### src/rtl/ifetch_unit.sv
// Instruction fetch stage: PC register, one-entry fetch/decode holding register and BOOT/RUN/STOP control.
// Optional build macro IFETCH_ALIGN_CHECK_EN: misaligned redirects raise a sticky fault instead of being truncated.
module ifetch_unit #(
  parameter logic [63:0] RESET_PC = 64'h0
) (
  input  logic        clk,
  input  logic        reset,
  output logic [63:0] Inst_Address,
  input  logic [31:0] Instruction,
  input  logic        redirect_valid,
  input  logic [63:0] redirect_pc,
  input  logic        halt,
  input  logic        fd_ready,
  output logic        fd_valid,
  output logic [63:0] fd_pc,
  output logic [31:0] fd_instr,
  output logic [31:0] fetch_count,
  output logic        fault
);

  localparam logic [1:0] S_BOOT = 2'd0;
  localparam logic [1:0] S_RUN  = 2'd1;
  localparam logic [1:0] S_STOP = 2'd2;

  logic [1:0]  state_r, state_nxt_s;
  logic [63:0] pc_r, pc_nxt_s;
  logic        fd_valid_r, fd_valid_nxt_s;
  logic [63:0] fd_pc_r, fd_pc_nxt_s;
  logic [31:0] fd_instr_r, fd_instr_nxt_s;
  logic [31:0] fetch_count_r, fetch_count_nxt_s;
  logic        handshake_s;
  logic        misalign_s;
  logic        fault_s;
  logic [63:0] redirect_tgt_s;

`ifdef IFETCH_ALIGN_CHECK_EN
  logic fault_r;

  assign misalign_s     = redirect_valid && (redirect_pc[1:0] != 2'b00);
  assign redirect_tgt_s = redirect_pc;
  assign fault_s        = fault_r;

  // Sticky fault: set by the first misaligned redirect, cleared only by reset.
  always_ff @(posedge clk or negedge reset) begin
    if (!reset) begin
      fault_r <= 1'b0;
    end else if (misalign_s && !fault_r) begin
      fault_r <= 1'b1;
    end else begin
      fault_r <= fault_r;
    end
  end
`else
  logic lint_unused_s;

  // Low address bits are dropped so the PC stays word aligned.
  assign misalign_s     = 1'b0;
  assign redirect_tgt_s = {redirect_pc[63:2], 2'b00};
  assign fault_s        = 1'b0;
  assign lint_unused_s  = ^redirect_pc[1:0];
`endif

  assign handshake_s = fd_valid_r && fd_ready;

  // Next-state logic: a redirect overrides fetch and stall in every state.
  always_comb begin
    state_nxt_s    = state_r;
    pc_nxt_s       = pc_r;
    fd_valid_nxt_s = fd_valid_r;
    fd_pc_nxt_s    = fd_pc_r;
    fd_instr_nxt_s = fd_instr_r;
    if (redirect_valid && !fault_s) begin
      fd_valid_nxt_s = 1'b0;
      if (misalign_s) begin
        state_nxt_s = S_STOP;
        pc_nxt_s    = pc_r;
      end else begin
        pc_nxt_s = redirect_tgt_s;
        if (halt && (state_r != S_BOOT)) begin
          state_nxt_s = S_STOP;
        end else begin
          state_nxt_s = S_RUN;
        end
      end
    end else begin
      case (state_r)
        S_BOOT: begin
          state_nxt_s    = S_RUN;
          fd_valid_nxt_s = 1'b0;
        end
        S_RUN: begin
          if (halt) begin
            state_nxt_s = S_STOP;
            if (handshake_s) begin
              fd_valid_nxt_s = 1'b0;
            end else begin
              fd_valid_nxt_s = fd_valid_r;
            end
          end else if (!fd_valid_r || fd_ready) begin
            fd_pc_nxt_s    = pc_r;
            fd_instr_nxt_s = Instruction;
            fd_valid_nxt_s = 1'b1;
            pc_nxt_s       = pc_r + 64'd4;
          end else begin
            fd_valid_nxt_s = fd_valid_r;
          end
        end
        S_STOP: begin
          if (halt || fault_s) begin
            state_nxt_s = S_STOP;
          end else begin
            state_nxt_s = S_RUN;
          end
          if (handshake_s) begin
            fd_valid_nxt_s = 1'b0;
          end else begin
            fd_valid_nxt_s = fd_valid_r;
          end
        end
        default: begin
          state_nxt_s    = S_BOOT;
          fd_valid_nxt_s = 1'b0;
        end
      endcase
    end
  end

  // Saturating count of instructions accepted by decode.
  always_comb begin
    if (handshake_s && (fetch_count_r != 32'hFFFF_FFFF)) begin
      fetch_count_nxt_s = fetch_count_r + 32'd1;
    end else begin
      fetch_count_nxt_s = fetch_count_r;
    end
  end

  // Architectural state registers.
  always_ff @(posedge clk or negedge reset) begin
    if (!reset) begin
      state_r       <= S_BOOT;
      pc_r          <= RESET_PC;
      fd_valid_r    <= 1'b0;
      fd_pc_r       <= 64'h0;
      fd_instr_r    <= 32'h0;
      fetch_count_r <= 32'h0;
    end else begin
      state_r       <= state_nxt_s;
      pc_r          <= pc_nxt_s;
      fd_valid_r    <= fd_valid_nxt_s;
      fd_pc_r       <= fd_pc_nxt_s;
      fd_instr_r    <= fd_instr_nxt_s;
      fetch_count_r <= fetch_count_nxt_s;
    end
  end

  assign Inst_Address = pc_r;
  assign fd_valid     = fd_valid_r;
  assign fd_pc        = fd_pc_r;
  assign fd_instr     = fd_instr_r;
  assign fetch_count  = fetch_count_r;
  assign fault        = fault_s;

endmodule

### config.mk
export PLATFORM = sky130hd
export DESIGN_NAME = ifetch_unit
export DESIGN_NICKNAME = d
export VERILOG_FILES = /design/src/rtl/ifetch_unit.sv
export SDC_FILE = /design/constraint.sdc
export NUM_CORES = 1
export LEC_CHECK = 0
export CORE_MARGIN = 1
export CORE_UTILIZATION = 45
export DETAILED_ROUTE_END_ITERATION = 10
export PLACE_DENSITY = 0.88
export SYNTH_ARGS = -nofsm -noshare
export SYNTH_HDL_FRONTEND = slang
export SYNTH_SLANG_ARGS = --single-unit
export TNS_END_PERCENT = 20
### constraint.sdc
create_clock -name clk -period 3.2 [get_ports clk]
set_clock_uncertainty 0.1 [all_clocks]
set_input_delay 0.64 -clock clk [delete_from_list [all_inputs] [get_ports clk]]
set_output_delay 0.64 -clock clk [all_outputs]
set_load 0.05 [all_outputs]
Word-level counts from Yosys, hierarchy flattened
Cells that the tools add are included.

storage, ports and cells
  register bits after elaboration = 195
  input bits = 101
  output and inout bits = 194

cells by class
  $add $sub $neg = 2
  equal/unequal tests = 6
  multiplexer cells = 14
  bitwise gates (word level) = 2
  reduce and logical (&&, ||, !) cells = 11

operators by type and width
  operator                                              number
  2-to-1 mux 64 bit                                     4
  adder 64 x 3 -> 64 bit (second input constant)        1
  adder 32 x 1 -> 32 bit (second input constant)        1
  inequality test 32 bit (second input constant)        1
  2-to-1 mux 2 bit                                      4
  case mux 2 bit (3 select lines)                       1
  nonzero test 2 bit                                    3
  2-to-1 mux 1 bit                                      4
  inequality test 4 bit (second input constant)         1
  AND reduction 4 bit                                   1
  logical AND 1 bit                                     3
  inequality test 3 bit (second input constant)         1
  AND reduction 3 bit                                   1
  equality test 2 x 1 -> 1 bit (second input constant)  1
  equality test 2 bit (second input constant)           1
  zero test 2 bit                                       1
  inequality test 2 bit (second input constant)         1
  inverter 1 bit                                        2
  case mux 1 bit (2 select lines)                       1
  zero test 1 bit                                       1
  logical OR 1 bit                                      1

Logic depth before layout (Yosys ltp)
  word-level depth = 6
  mapped depth = 8

Least setup slack after synthesis
No wires, ideal clock.

  path kind = register to register
  start point = register pc_r[28], in the netlist Inst_Address[28]
  end point = register pc_r[40], in the netlist Inst_Address[40]
  library setup time = 0.082 ns
  arrival = 2.521 ns
  data required time = 3.018 ns
  slack = 0.498 ns
  stages on the path, launching flop included = 7
  path buffers = 1
  period minus slack after synthesis = 2.702 ns
  cell sequence = dfrtp_1 > clkbuf_1 > nand2_1 > or4_4 > or4_4 > or3_1 > a31oi_1

on the way
  word-level cells in the longest chain between the ends = 5

RTL lines
  item                    RTL line  text
  start, declared         26        logic [63:0] pc_r, pc_nxt_s;
  start signal, assigned  148       pc_r <= pc_nxt_s;
  adder 64 x 3 -> 64 bit  103       pc_nxt_s = pc_r + 64'd4;
  2-to-1 mux 64 bit       99        end else if (!fd_valid_r || fd_ready) begin
  2-to-1 mux 64 bit       92        if (halt) begin
  2-to-1 mux 64 bit       86        case (state_r)
  2-to-1 mux 64 bit       72        if (redirect_valid && !fault_s) begin

No other way between the ends. The select of a mux whose other input is x is not followed.
A chain may end at the register's enable or synchronous reset.

Worst setup path in the final report
  start point = input port halt
  end point = register pc_r[58], in the netlist Inst_Address[58]

on the way
  word-level cells in the longest chain between the ends = 2

RTL lines
  item                             RTL line  text
  start, declared                  12        input logic halt,
  inequality test 2 bit (no line)  --
  AND reduction 3 bit (no line)    --

No other way between the ends.

==> run metrics <==
Post-Syn Area=9120 µm²; via density per instance=5.74; largest net degree at the start of global routing=78; GRT Util Overall=26.5%; HP Class=input port to asynchronous set/reset pin; die width=144 µm; HPWL after detailed placement=20000 µm; Reg area=4780 µm²; crit-path max FO=8; Final Max Tran Viols=0; RR Startpoint=Inst_Address[38]; Post-Layout Cell Count=1414; Die Y=144 µm; Worst Path Required=3.46 ns; RR Endpoint=Inst_Address[58]; full die area=20800 µm²; Num CTS Buffers=17; post-route setup TNS=0 ns; CP max-delay cell=or4_1; clock tree sinks=191; critical path launch point=halt; Power Total=11.3 mW; commonest non-fill, non-tap cell in the layout=clkdlybuf4s50_1; initial core utilization=46.4%; fmax=367 MHz; gpl congestion=0.941; routed via count=8123; Power Density=866 nW/µm²; postcts setup bufs=0; LEAKAGE=5.06 nW; VDD IR-drop max=0.586 mV; reg2reg setup slack=0.48 ns; Final Net Count=1244; CP max stage delay=0.57 ns; Synth async-reset ratio=100%; Worst setup endpoint=Inst_Address[58]; DP Cell Count=1383; most frequent cells in the layout=285 x clkdlybuf4s50_1, 191 x dfrtp_1, 96 x mux2_2; latest clock arrival within the worst-skew pair=0.44 ns; Cells after Synth=846; Max clock buf depth=2; GRT overflow=0; global-route wire length before repair=42200 µm; area of the multi-input gates=4170 µm²; Clock Pin Slew Worst Setup and Hold Paths=0.07 ns; core region area=19700 µm²; Detailed Routing Iterations Pass 1=7; Final Cycle Share=85.0%; I/O pin count=295; post-cts sizing count=0; status=completed; synth unique cells=45; TritonCTS clock tree=built; Synth warnings=0; Top FF cell, synth=dfrtp_1; Worst-Margin Slew=1.00 ns; Yosys reg bits=191; CP Launch Type=input port; num rows=51; number of flops mapped to enable cells by yosys=0; count of hold-fix buffers inserted at cts=0; H-tree depth=4; Final Hold Violating Endpoints=0; synthesis-to-layout area growth=42.7%; Rel. slew slack=32.7%; R2R depth=5; Buffers on Ports=287; crit-path cells=clkdlybuf4s50_1 > nand2b_1 > nor2_1 > nand4_1 > or4_1 > a31oi_1; vias in the first global route=8095; initial antenna violation count=0; Fillers=1521; Routed WL per cell=19.3 µm; number of DRC markers in iteration 0=643; Critical Path Sink Type=flip-flop; Final Setup Violations=0; min Tclk post-route=2.72 ns; diode count=0; average size of a mapped cell=10.8 µm²; clock root cell=clkbuf_16; Final Routed Wirelength=27300 µm; MaxCap Viol Count=0; ratio of cells with drive above 1 in the final layout=13.4%; Seq/Total Area, Yosys=52.4%; unrepaired setup endpoints after global routing=no; kind of critical path=input port to flip-flop; drt drc=0; Worst EP arrival=2.98 ns; antenna-violating nets left=0
## cells in the mapped netlist (all sizes together), types with 16 or more instances
| cell type | number | share of area [%] |
|---|---|---|
| a31oi | 26 | 1.8 |
| or4 | 16 | 1.4 |
| nor4 | 24 | 1.6 |
| or3 | 19 | 1.3 |
| nand2 | 76 | 3.1 |
| nand3 | 47 | 2.6 |
| dfrtp | 191 | 52 |
| mux2 | 96 | 12 |
| xor2 | 17 | 1.6 |
| and3 | 18 | 1.2 |
| nor2 | 49 | 2.0 |
| nand4 | 44 | 3.1 |
| xnor2 | 45 | 4.3 |
| o21ai | 48 | 2.6 |
| clkbuf | 31 | 1.3 |
## state kept, by name (all words and copies together) (netlist names)
name,count
state_r,2
Inst_Address,62
fetch_count,32
fd_instr,32
fd_pc,62
fd_valid,1
## where the power goes
| part | internal (mW) | switching (mW) |
|---|---|---|
| combinational | 1.91 | 3.33 |
| sequential | 3.11 | 0.516 |
| clock | 1.44 | 0.967 |
## layout make-up
class / instances / area share, %
Clock buffer: 20 / 3.51
Clock inverter: 11 / 1.54
Inverter: 7 / 0.202
Multi-Input combinational cell: 613 / 32.1
Sequential cell: 191 / 36.7
Tap cell: 265 / 2.55
Timing Repair Buffer: 307 / 23.4
## how the worst min path moves through the flow
stage / from / to / slack (ns)
6_report: reset / fd_pc[56] / 0.14
3_5_place_dp: fetch_count[20] / fetch_count[20] / 0.37
3_3_place_gp: fetch_count[20] / fetch_count[20] / 0.38
2_1_floorplan: reset / Inst_Address[10] / 0.24
4_1_cts: reset / fd_pc[56] / 0.16
5_1_grt: reset / fd_pc[47] / 0.17
## kinds of logic after synthesis
group | count (synthesis) | share of synthesized area, %
and+or+nand+nor | 338 | 19.6
DFF | 191 | 52.4
AOI/OAI and AO/OA | 103 | 6.89
muxes | 98 | 12.1
xor gates and xnor gates | 62 | 5.95
buffers and inverters | 46 | 2.11
adders and majority gates | 7 | 0.933
other | 1 | 0.0411
## routing by layer
metal	part of all wire (%)	vias to the layer above	track usage (%)
li1	-	3702	-
met1	40	3945	33.0
met3	9.5	62	7.48
met5	0	-	0
met2	49	414	44.2
met4	2.0	0	8.53
## through the flow
stage	setup WS [ns]	utilization (%)	hold WS [ns]	area (µm²)
floorplan	0.498	-	0.244	9140
global placement	0.154	62.9	0.378	12400
detailed placement	0.0811	62.9	0.375	12400
CTS	0.530	66.2	0.164	13000
global route	0.365	66.2	0.168	13000
finish	0.479	66.2	0.140	13000
## critical path: cells and delay by family
family | cells | cell delay (ns)
AND/OR/NAND/NOR | 4 | 1.66
buffers and inverters | 1 | 0.50
AO/OA/AOI/OAI | 1 | 0.17
Note: power is estimated with default switching activity, not from simulation.
